[config.mk]
export PLATFORM = sky130hd
export DESIGN_NAME = decimal_entry
export DESIGN_NICKNAME = d
export VERILOG_FILES = /design/src/rtl/decimal_entry_pkg.sv /design/src/rtl/decimal_entry_bcd_mac10.sv /design/src/rtl/decimal_entry.sv
export SDC_FILE = /design/constraint.sdc
export NUM_CORES = 1
export LEC_CHECK = 0
export CAP_MARGIN = 20
export CORE_UTILIZATION = 52
export CTS_CLUSTER_DIAMETER = 200
export DETAILED_ROUTE_END_ITERATION = 8
export GPL_TIMING_DRIVEN = 0
export PLACE_DENSITY_LB_ADDON = 0.25
export SYNTH_ARGS = -nofsm -noshare
export SYNTH_HDL_FRONTEND = slang
export SYNTH_SLANG_ARGS = --single-unit
[constraint.sdc]
create_clock -name clk_i -period 3.1 [get_ports clk_i]
set_input_delay 0.775 -clock clk_i [delete_from_list [all_inputs] [get_ports clk_i]]
set_output_delay 0.775 -clock clk_i [all_outputs]
set_load 0.02 [all_outputs]
[src/rtl/decimal_entry_pkg.sv]
// Shared types and constants for the decimal keypad entry block.
package decimal_entry_pkg;

    localparam int DIGIT_MAX  = 9;
    localparam int MAX_DIGITS = 2;
    localparam int BIN_W      = 8;

    typedef enum logic [1:0] {
        EMPTY = 2'd0,
        ONE   = 2'd1,
        TWO   = 2'd2,
        ERR   = 2'd3
    } state_t;

endpackage

[src/rtl/decimal_entry_bcd_mac10.sv]
// Multiply-by-ten and add one BCD digit, built from shifts and adds only.
module bcd_mac10
    import decimal_entry_pkg::*;
(
    input  logic [BIN_W-1:0] acc,
    input  logic [3:0]       digit,
    output logic [BIN_W-1:0] acc_next
);

    assign acc_next = (acc << 3) + (acc << 1) + {{(BIN_W-4){1'b0}}, digit};

endmodule

[src/rtl/decimal_entry.sv]
// Two-digit decimal keypad entry, committed as a binary value 0..99.
// Define DECIMAL_ENTRY_ROLL_EN to let a third digit push out the oldest one instead of erroring.
//
// state | meaning
// EMPTY | no digits held
// ONE   | one digit held
// TWO   | two digits held
// ERR   | bad or excess digit seen; waits for clear_i
module decimal_entry
    import decimal_entry_pkg::*;
#(
    parameter int TIMEOUT_CYC = 0
) (
    input  logic             clk_i,
    input  logic             rst_i,
    input  logic [3:0]       digit_i,
    input  logic             digit_valid_i,
    input  logic             enter_i,
    input  logic             clear_i,
    output logic [BIN_W-1:0] bin_o,
    output logic             bin_valid_o,
    output logic [3:0]       tens_o,
    output logic [3:0]       ones_o,
    output logic [1:0]       ndig_o,
    output logic             err_o
);

`ifdef DECIMAL_ENTRY_ROLL_EN
    localparam bit ROLL_EN = 1'b1;
`else
    localparam bit ROLL_EN = 1'b0;
`endif

    localparam int CNT_W = (TIMEOUT_CYC > 0) ? $clog2(TIMEOUT_CYC + 1) : 1;
    localparam logic [CNT_W-1:0] IDLE_LOAD = CNT_W'(TIMEOUT_CYC);

    state_t           state_q, state_d;
    logic [BIN_W-1:0] acc_q, acc_d, bin_q, bin_d, mac_acc, mac_out;
    logic [3:0]       tens_q, tens_d, ones_q, ones_d;
    logic [1:0]       ndig_q, ndig_d;
    logic             bin_valid_q, bin_valid_d, err_q, err_d;
    logic [CNT_W-1:0] idle_q, idle_d;
    logic             digit_ok, drop;

    assign digit_ok = digit_valid_i && (digit_i <= 4'(DIGIT_MAX));

    // Rolling in TWO keeps only the ones digit, so acc%10 is just ones_q.
    assign mac_acc = (ROLL_EN && state_q == TWO) ? {{(BIN_W-4){1'b0}}, ones_q} : acc_q;

    bcd_mac10 u_mac (
        .acc      (mac_acc),
        .digit    (digit_i),
        .acc_next (mac_out)
    );

    always_comb begin
        state_d     = state_q;
        acc_d       = acc_q;
        tens_d      = tens_q;
        ones_d      = ones_q;
        ndig_d      = ndig_q;
        bin_d       = bin_q;
        bin_valid_d = 1'b0;
        idle_d      = idle_q;
        drop        = 1'b0;

        if (clear_i) begin
            drop = 1'b1;
        end else if (state_q != ERR) begin
            if (digit_valid_i && (!digit_ok || (state_q == TWO && !ROLL_EN))) begin
                state_d = ERR;
                idle_d  = '0;
            end else begin
                if (digit_valid_i) begin
                    acc_d   = mac_out;
                    tens_d  = ones_q;
                    ones_d  = digit_i;
                    idle_d  = IDLE_LOAD;
                    state_d = (state_q == EMPTY) ? ONE : TWO;
                    ndig_d  = (state_q == EMPTY) ? 2'd1 : 2'(MAX_DIGITS);
                end
                // Commit sees the digit applied in this same cycle.
                if (enter_i && state_d != EMPTY) begin
                    bin_d       = acc_d;
                    bin_valid_d = 1'b1;
                    drop        = 1'b1;
                end else if (!digit_valid_i && idle_q != '0) begin
                    if (idle_q == CNT_W'(1)) begin
                        drop = 1'b1;
                    end else begin
                        idle_d = idle_q - 1'b1;
                    end
                end
            end
        end

        if (drop) begin
            state_d = EMPTY;
            acc_d   = '0;
            tens_d  = '0;
            ones_d  = '0;
            ndig_d  = '0;
            idle_d  = '0;
        end

        err_d = (state_d == ERR);
    end

    always_ff @(posedge clk_i or posedge rst_i) begin
        if (rst_i) begin
            state_q     <= EMPTY;
            acc_q       <= '0;
            tens_q      <= '0;
            ones_q      <= '0;
            ndig_q      <= '0;
            bin_q       <= '0;
            bin_valid_q <= 1'b0;
            err_q       <= 1'b0;
            idle_q      <= '0;
        end else begin
            state_q     <= state_d;
            acc_q       <= acc_d;
            tens_q      <= tens_d;
            ones_q      <= ones_d;
            ndig_q      <= ndig_d;
            bin_q       <= bin_d;
            bin_valid_q <= bin_valid_d;
            err_q       <= err_d;
            idle_q      <= idle_d;
        end
    end

    assign bin_o       = bin_q;
    assign bin_valid_o = bin_valid_q;
    assign tens_o      = tens_q;
    assign ones_o      = ones_q;
    assign ndig_o      = ndig_q;
    assign err_o       = err_q;

endmodule

* After elaboration in Yosys (flattened, before gate mapping)
Index checks and enable logic that the tools add are counted.
** Operators by class
- Bitwise operators :: 2
- Add/sub/neg operators :: 3
- Mux-type cells :: 47
- Divide/modulo/power cells :: 0
- Equality and inequality tests :: 5
- $mul :: 0
- Reduce and logical (&&, ||, !) cells :: 15
- $lt $le $gt $ge :: 1
- Shift-type cells :: 0
** Operator list (count)
- 2-to-1 mux 4 bit :: 10
- 2-to-1 mux 8 bit :: 5
- 2-to-1 mux 2 bit :: 14
- 2-to-1 mux 1 bit :: 18
- adder 8 x 4 -> 8 bit :: 1
- adder 8 bit :: 1
- AND reduction 4 bit :: 2
- nonzero test 2 bit :: 3
- equality test 2 bit (second input constant) :: 2
- <= comparator 4 bit (second input constant) :: 1
- logical AND 1 bit :: 4
- inequality test 2 bit (second input constant) :: 2
- AND reduction 3 bit :: 1
- logical NOT 1 bit :: 2
- logical NOT 2 bit :: 1
- inequality test 2 x 1 -> 1 bit (second input constant) :: 1
- NOT 1 bit :: 2
- AND reduction 2 bit :: 1
- logical OR 1 bit :: 1
- subtractor 1 bit (second input constant) :: 1
** Word-level totals
- Input port bits :: 9
- Bits in read-only memories :: 0
- Bits in latches :: 0
- Logic and storage cells :: 82
- Memories kept :: 0
- Memory bits (writable) :: 0
- Bits in registers :: 31
- Output and inout port bits :: 20

* Depth between registers and ports, before layout
Gate-level depths: netlist (run 1).
- Depth after elaboration :: 16
- Mapped depth :: 9
- Depth with buffers taken out :: 9

* Cells and area by module
From an unflattened synthesis (run 1), not the netlist that was laid out.
** Unflattened totals
- Cell total of the unflattened synthesis :: 140
- Area total of the unflattened synthesis :: 1756.7 um^2
** By module, submodules not included
- decimal_entry :: instances 1, seq. area each 775.7 um^2, area an instance 1437.6 um^2, cells each 104
- bcd_mac10 :: instances 1, seq. area each 0.0 um^2, area an instance 319.1 um^2, cells each 36

* Least setup slack after synthesis (run 1)
OpenSTA, ideal clock, no wires.
- Path type :: input-to-reg
- Start :: input digit_i[3]
- End :: register bin_q[7], in the netlist bin_o[7]
- Setup time :: 0.079 ns
- Stages :: 9
- Arrival :: 2.513 ns
- Buffers on the path :: 0
- Slack :: 0.507 ns
- Data required time :: 3.021 ns
- Path through :: inv_1 -> fa_1 -> inv_1 -> ha_1 -> a21o_1 -> a221oi_1 -> xnor2_1 -> nand2_1 -> a2bb2oi_1
** On the way
- Word-level cells in the longest chain between the ends :: 7
- Elaborated cells on any way between the ends :: 9
- Those cells by class :: add/sub: 1; order compare: 1; mux: 1; bitwise: 1; reduce/logical: 5
** RTL lines
- start: declaration :: line decimal_entry.sv:16 : input logic [3:0] digit_i,
- <= comparator 4 bit :: line decimal_entry.sv:45 : assign digit_ok = digit_valid_i && (digit_i <= 4'(DIGIT_MAX));
- logical AND 1 bit :: line decimal_entry.sv:45
- logical NOT 1 bit :: line decimal_entry.sv:70 : if (digit_valid_i && (!digit_ok || (state_q == TWO && !ROLL_EN))) begin
- logical OR 1 bit :: line decimal_entry.sv:70
- logical AND 1 bit :: line decimal_entry.sv:70
- NOT 1 bit (no source line)
- AND reduction 4 bit (no source line)
- end signal: assignment :: line decimal_entry.sv:126 : bin_q <= bin_d;
- end: declaration :: line decimal_entry.sv:38 : logic [BIN_W-1:0] acc_q, acc_d, bin_q, bin_d, mac_acc, mac_out;
Parallel ways exist; a longest one is shown, timed or not.
A chain may end at the register's enable or synchronous reset.

* Worst setup path after layout (run 1)
- Start :: input digit_i[2]
- End :: register acc_q[6]
** On the way
- Word-level cells in the longest chain between the ends :: 10
- Elaborated cells on any way between the ends :: 18
- Those cells by class :: add/sub: 1; order compare: 1; eq/ne: 2; mux: 8; reduce/logical: 6
** RTL lines
- <= comparator 4 bit :: line decimal_entry.sv:45
- logical AND 1 bit :: line decimal_entry.sv:45
- logical NOT 1 bit :: line decimal_entry.sv:70
- logical OR 1 bit :: line decimal_entry.sv:70
- logical AND 1 bit :: line decimal_entry.sv:70
- 2-to-1 mux 1 bit :: line decimal_entry.sv:70
- 2-to-1 mux 1 bit :: line decimal_entry.sv:69 : end else if (state_q != ERR) begin
- 2-to-1 mux 1 bit :: line decimal_entry.sv:67 : if (clear_i) begin
- inequality test 2 bit (no source line), or another cell as far along
- AND reduction 3 bit (no source line)
- end signal: assignment :: line decimal_entry.sv:112 : acc_q <= '0;
- end signal: assignment :: line decimal_entry.sv:122 : acc_q <= acc_d;
- end: declaration :: line decimal_entry.sv:38
Parallel ways exist; a longest one is shown, timed or not. The select of a mux whose other input is x is not followed.

==> flow_metrics.py, run 1 <==
metrics = {
    "clock_network": {
        "insertion_delay_ps": 330,
        "clockRootBuffer": "clkbuf_4",
        "path_clk_slew_ps": 90,
        "htree_levels": 2,
        "cts_buffer_depth": 2,
        "cts.sinks": 31,
        "cts_buffers": 5,
        "cts_tree": "yes",
        "hold_buffers": 0,
    },
    "detailed_routing": {
        "ant_nets": 0,
        "vias_per_cell": 5.50,
        "drcViolationCount": 0,
        "wl_microns": 3570,
        "first_iter_violations": 87,
        "vias": 1275,
        "avgRoutedWirePerCell_microns": 15.4,
        "drt_first_pass_iters": 4,
    },
    "logic_synthesis": {
        "synth-seq-cells": 31,
        "ys_async_sr_fraction": 1.00,
        "synth_top_area_frac": 0.472,
        "synth-seq-area-share": 0.472,
        "syn-cell-area_sq_um": 1640,
        "synth_cell_types": 32,
        "avgSynthCellArea_sq_um": 10.9,
        "syn-num-nets": 172,
        "synth_cells": 151,
        "ys_warn_count": 0,
        "synth_area_leaders": "dfrtp_1 (47%), ha_1 (7.6%), a22o_2 (4.9%), xnor2_1 (3.7%), mux2i_1 (3.7%)",
        "synth.largest_area_cell": "dfrtp_1",
        "ys.flop_type": "dfrtp_1",
        "yosysMostFrequentCell": "dfrtp_1",
        "synth_edf_count": 0,
        "synth_common_cells": "dfrtp_1 (31), nand2_1 (15), o21ai_0 (12), ha_1 (10), inv_1 (10)",
    },
    "floorplanning": {
        "die_x_microns": 58.2,
        "start_util": 0.543,
        "die-area_sq_um": 3390,
        "num_io_pins": 29,
        "fp-row-count": 20,
        "coreArea_sq_um": 3030,
        "die_h_microns": 58.2,
    },
    "run": {
        "drv_cap": 0,
    },
    "pwr": {
        "switching_power_uw": 296,
        "p_int_uw": 685,
        "power_frac_comb": 0.254,
        "p_seq_frac": 0.467,
        "power_frac_clock": 0.279,
        "leakagePower_uw": 0.00101,
        "swShare": 0.302,
        "pwr_density_cell_nw_per_um2": 470,
        "ir_drop_v": 0.000226,
    },
    "sta": {
        "tightest_slew_ps": 701,
        "fin_crit_sh": 0.889,
        "timing.fmax_mhz": 363,
        "final_hold_viol_count": 0,
        "grt_setup_unrepaired": "no",
        "report.final.slew_viol_count": 0,
        "fin_ws_ps": 344,
        "min_period_ps": 2760,
        "setup_viol": 0,
        "timing.clock.skew_ps": 10.9,
        "relSlewSlack": 0.532,
        "final.setup.tns_ps": 0,
    },
    "place": {
        "dp_slack_ps": -285,
        "place_congestion": 0.823,
        "dp_hpwl_microns": 2690,
        "postPlaceCellArea_sq_um": 2010,
        "port_buffers": 28,
    },
    "global_routing": {
        "overflow": 0,
        "grt_max_degree": 17,
        "grt_pass1_wl_microns": 6110,
        "grt_pass1_vias": 1295,
        "grtUsageTotal": 0.242,
        "antenna_found_initial": 0,
    },
    "outcome": {
        "status": "finished clean",
    },
    "finish": {
        "syn2layout_area_growth_pct": 26.8,
        "final_cell_area_sq_um": 2080,
        "num-nets-final": 208,
        "drive_gt1_frac": 0.154,
        "diodes": 0,
    },
    "critical_path": {
        "cp.required_ps": 3300,
        "endpoint_kind": "flip-flop",
        "crit_fanout": 3,
        "crit_type": "input port to flip-flop",
        "arrival_ps": 2960,
        "crit_path_start_kind": "input port",
    },
    "worst_hold_path": {
        "hold_class": "flip-flop to flip-flop",
    },
}
registers in the layout, indices dropped and copies added (netlist names):
| signal | cells |
|---|---|
| bin_o | 8 |
| idle_q | 1 |
| tens_o | 4 |
| bin_valid_o | 1 |
| ones_o | 4 |
| ndig_o | 2 |
| state_q | 2 |
| err_o | 1 |
| acc_q | 8 |
cell families (layout without fill, tap and decap cells):
family	count (synthesis)	count (layout)	share of synthesized area
xor gates and xnor gates	7	7	0.0373
adders and majority gates	12	12	0.100
buffers and inverters	17	54	0.0578
and+or+nand+nor	28	28	0.0906
AOI/OAI and AO/OA	50	50	0.205
DFF	31	31	0.472
muxes	6	6	0.0365
path summary, 6_finish.rpt:
path	from	endpoint	slack, ps	cells after the start
max	digit_i[2]	acc_q[6]	340	9
min	bin_o[5]	bin_o[5]	500	2
max reg2reg	acc_q[0]	acc_q[6]	700	9
min reg2reg	bin_o[5]	bin_o[5]	500	2
max in group asynchronous	rst_i	acc_q[6]	1730	3
min in group asynchronous	rst_i	tens_o[0]	840	2
stage by stage:
stage	utilization	power (uW)	std cells	hold WS, ps
final	0.688	981	232	500
after detailed placement	0.663	713	224	482
after floorplan	-	607	151	473
after CTS	0.686	981	232	503
after global routing	0.688	1020	232	531
after global placement	0.654	700	223	469
area by class of cell:
cell class | count | area [sq um]
buffer | 6 | 53.8
clock buffer | 8 | 68.8
fill | 229 | 943
inverter | 11 | 41.3
multi-input combinational | 103 | 779
sequential | 31 | 776
tap | 44 | 55.1
timing repair buffer | 29 | 310
power by group through the flow:
stage | sequential, uW | combinational (uW) | clock, uW
after floorplan | 497 | 110 | 0
after global placement | 464 | 237 | 0
after detailed placement | 465 | 248 | 0
after CTS | 458 | 249 | 273
after global routing | 463 | 270 | 290
final | 458 | 249 | 273
cells in the final DEF, fill, tap and decap left out, types with 3 or more instances in the layout:
master / count
dfrtp_1: 31
clkdlybuf4s50_1: 27
nand2_1: 15
o21ai_1: 10
o21ai_0: 10
inv_1: 10
ha_1: 10
a21oi_1: 8
a22o_2: 8
xnor2_1: 7
mux2i_1: 6
clkbuf_4: 5
nor2_1: 4
a22o_1: 4
buf_6: 3
a21o_1: 3
what timing repair did:
action	4_1_cts	5_1_grt
buffers inserted	0	0
gates resized for setup	0	4
endpoints found under the setup margin	0	4
layer usage:
metal / vias to the layer above / global-route usage / wire [microns]
met4: 0 / 0.0782 / 23
met2: 38 / 0.401 / 1790
met5: - / 0 / 0
met3: 4 / 0.0580 / 204
li1: 608 / - / -
met1: 625 / 0.314 / 1560
worst max-delay path, cell delays in order:
cell,delay [ps]
clkdlybuf4s50_1,450
ha_1,320
ha_1,230
fa_1,410
a21o_1,170
a21oi_1,170
xnor2_1,100
mux2i_1,220
o21ai_1,110
No activity file was read; power rests on OpenSTA's default activity.
==> run 2: changes to the inputs <==
--- a/config.mk
+++ b/config.mk
@@ -6,11 +6,13 @@
 export NUM_CORES = 1
 export LEC_CHECK = 0
 export CAP_MARGIN = 20
-export CORE_UTILIZATION = 52
+export CORE_UTILIZATION = 53
 export CTS_CLUSTER_DIAMETER = 200
 export DETAILED_ROUTE_END_ITERATION = 8
 export GPL_TIMING_DRIVEN = 0
+export HOLD_SLACK_MARGIN = 0.15
 export PLACE_DENSITY_LB_ADDON = 0.25
 export SYNTH_ARGS = -nofsm -noshare
 export SYNTH_HDL_FRONTEND = slang
+export SYNTH_HIERARCHICAL = 1
 export SYNTH_SLANG_ARGS = --single-unit
==> run 2 against run 1 <==
Against the previous run:
- clock skew shrank 5.9 ps
- via count decreased by 1.3%
- cell count shrank 5.2%
- core utilization increased by 0.75 points
- clock power down 16%
- sequential power hardly changed
- critical path type unchanged
- critical endpoint is now bin_o[6]
==> flow_metrics.py, run 2 <==
metrics = {
    "detailed_routing": {
        "avgRoutedWirePerCell_microns": 15.8,
        "drcViolationCount": 0,
        "vias": 1259,
        "ant_nets": 0,
        "vias_per_cell": 5.72,
        "first_iter_violations": 57,
        "wl_microns": 3470,
        "drt_first_pass_iters": 4,
    },
    "critical_path": {
        "regToRegStartpoint": "acc_q[0]",
        "crit_type": "input port to flip-flop",
        "cp.required_ps": 3330,
        "rr_worst_depth": 10,
        "regToRegSetupSlack_ps": 410,
        "crit_path_start_kind": "input port",
        "r2r-end": "bin_o[7]",
        "crit_fanout": 4,
        "arrival_ps": 3170,
        "endpoint_kind": "flip-flop",
    },
    "logic_synthesis": {
        "syn-cell-area_sq_um": 1760,
        "synth-seq-area-share": 0.442,
        "yosysMostFrequentCell": "dfrtp_1",
        "synth.largest_area_cell": "dfrtp_1",
        "synth-seq-cells": 31,
        "syn-num-nets": 161,
        "ys.flop_type": "dfrtp_1",
        "synth_area_leaders": "dfrtp_1 (44%), a32o_1 (10%), mux2_2 (10%), ha_1 (7.1%), xnor2_1 (3.0%)",
        "ys_async_sr_fraction": 1.00,
        "avgSynthCellArea_sq_um": 12.5,
        "synth_cells": 140,
        "synth_edf_count": 0,
        "synth_top_area_frac": 0.442,
        "synth_common_cells": "dfrtp_1 (31), a32o_1 (18), mux2_2 (16), inv_1 (11), ha_1 (10)",
        "ys_warn_count": 6,
        "synth_cell_types": 38,
    },
    "worst_hold_path": {
        "hold_class": "flip-flop to flip-flop",
        "hold_end": "bin_o[7]",
        "min_delay_path_depth": 1,
        "hold_start": "bin_o[7]",
    },
    "clock_network": {
        "cts_tree": "yes",
        "htree_levels": 2,
        "path_clk_slew_ps": 90,
        "cts.sinks": 31,
        "cts_buffer_depth": 2,
        "hold_buffers": 0,
        "clockRootBuffer": "clkbuf_4",
        "insertion_delay_ps": 340,
        "cts_buffers": 5,
    },
    "finish": {
        "final_cell_mix": "dfrtp_1 (31), clkdlybuf4s50_1 (25), a32o_1 (18)",
        "diodes": 0,
        "seq_area_sq_um": 776,
        "multi_input_area_sq_um": 868,
        "drive_gt1_frac": 0.239,
        "final_common_cell": "dfrtp_1",
        "final_util": 0.696,
        "num-nets-final": 196,
        "syn2layout_area_growth_pct": 22.9,
        "nFillCells": 265,
    },
    "global_routing": {
        "grt_pass1_wl_microns": 5930,
        "grtUsageTotal": 0.236,
        "grt_pass1_vias": 1291,
        "antenna_found_initial": 0,
        "overflow": 0,
        "grt_max_degree": 23,
    },
    "floorplanning": {
        "num_io_pins": 29,
        "fp-row-count": 20,
        "coreArea_sq_um": 3100,
        "die_x_microns": 59.6,
        "start_util": 0.566,
        "die-area_sq_um": 3550,
        "die_h_microns": 59.6,
    },
    "sta": {
        "min_period_ps": 2950,
        "grt_setup_unrepaired": "no",
        "final_hold_viol_count": 0,
        "fin_ws_ps": 152,
        "setup_viol": 0,
        "timing.fmax_mhz": 339,
        "report.final.slew_viol_count": 0,
        "timing.clock.skew_ps": 5.02,
        "relSlewSlack": 0.635,
        "fin_crit_sh": 0.951,
        "tightest_slew_ps": 545,
    },
    "place": {
        "dp_hpwl_microns": 2550,
        "port_buffers": 26,
        "place_congestion": 0.893,
        "dp_slack_ps": -470,
    },
    "run": {
        "drv_cap": 0,
    },
    "pwr": {
        "ir_drop_v": 0.000285,
        "pwr_density_cell_nw_per_um2": 444,
        "leakagePower_uw": 0.00102,
    },
    "outcome": {
        "status": "finished clean",
    },
}
run 2: changes by cell type after synthesis, moves of 4 or more:
cell,change
mux2i_1,-6
a22o_2,-8
o21ai_1,-7
nand2_1,-14
mux2_2,+16
a21oi_1,-4
a32o_1,+18
o21ai_0,-6
a22o_1,-4
run 2: repair_timing:
action                                  in CTS  in global routing
resized for setup                            1                  0
setup buffers                                1                  0
endpoints found under the setup margin       1                  0
run 2: kinds of logic after synthesis:
kind of cell,after synthesis,share of synthesized area
adders and majority gates,12,0.0940
buffers and inverters,20,0.0641
AOI/OAI and AO/OA,39,0.193
DFF,31,0.442
xor gates and xnor gates,7,0.0349
and+or+nand+nor,15,0.0698
muxes,16,0.103
run 2: stage by stage:
| stage | power [uW] | cell area, sq um | TNS (ps) | hold slack, ps | std cells |
|---|---|---|---|---|---|
| final | 958 | 2160 | 0 | 509 | 220 |
| after global routing | 1010 | 2160 | 0 | 530 | 220 |
| after CTS | 972 | 2160 | 0 | 518 | 220 |
| after detailed placement | 737 | 2100 | -1320 | 495 | 211 |
| after global placement | 725 | 2070 | -1080 | 486 | 210 |
| after floorplan | 632 | 1760 | 0 | 489 | 140 |
run 2: worst max-delay path, cell delays in order:
cell and delay, ps:
clkdlybuf4s50_1 480, ha_1 310, ha_1 190, inv_1 70, fa_1 400, inv_1 80
a21o_1 120, a21oi_1 80, xnor2_1 140, mux2_2 260, mux2_2 260
run 2: layer usage:
layer | wire length [microns] | share of wire | vias up | GRT usage
li1 | - | - | 595 | -
met1 | 1600 | 0.46 | 623 | 0.303
met4 | 55 | 0.016 | 0 | 0.0698
met5 | 0 | 0 | - | 0
met2 | 1660 | 0.48 | 36 | 0.385
met3 | 146 | 0.042 | 5 | 0.0699
run 2: how the worst max path moves through the flow:
stage	to	slack, ps	from	depth (start not counted)
after floorplan	bin_o[7]	270	digit_i[3]	10
after global placement	bin_o[7]	-400	digit_i[3]	11
after detailed placement	bin_o[7]	-470	digit_i[3]	11
after CTS	bin_o[6]	160	digit_i[2]	11
after global routing	bin_o[6]	60	digit_i[2]	11
final	bin_o[6]	150	digit_i[2]	11
run 2: final cells by class:
| type | count | share of cell area |
|---|---|---|
| Timing Repair Buffer | 28 | 0.136 |
| Buffer | 9 | 0.0330 |
| Clock inverter | 2 | 0.00579 |
| Inverter | 11 | 0.0191 |
| Multi-Input combinational cell | 89 | 0.402 |
| Clock buffer | 6 | 0.0191 |
| Sequential cell | 31 | 0.359 |
| Tap cell | 44 | 0.0255 |
run 2: where the power goes:
part | internal, uW | leakage [uW] | switching [uW]
logic | 131 | 0.000567 | 138
registers | 439 | 0.000422 | 21.2
clock network | 87.3 | 0.0000282 | 141
total | 658 | 0.00102 | 301
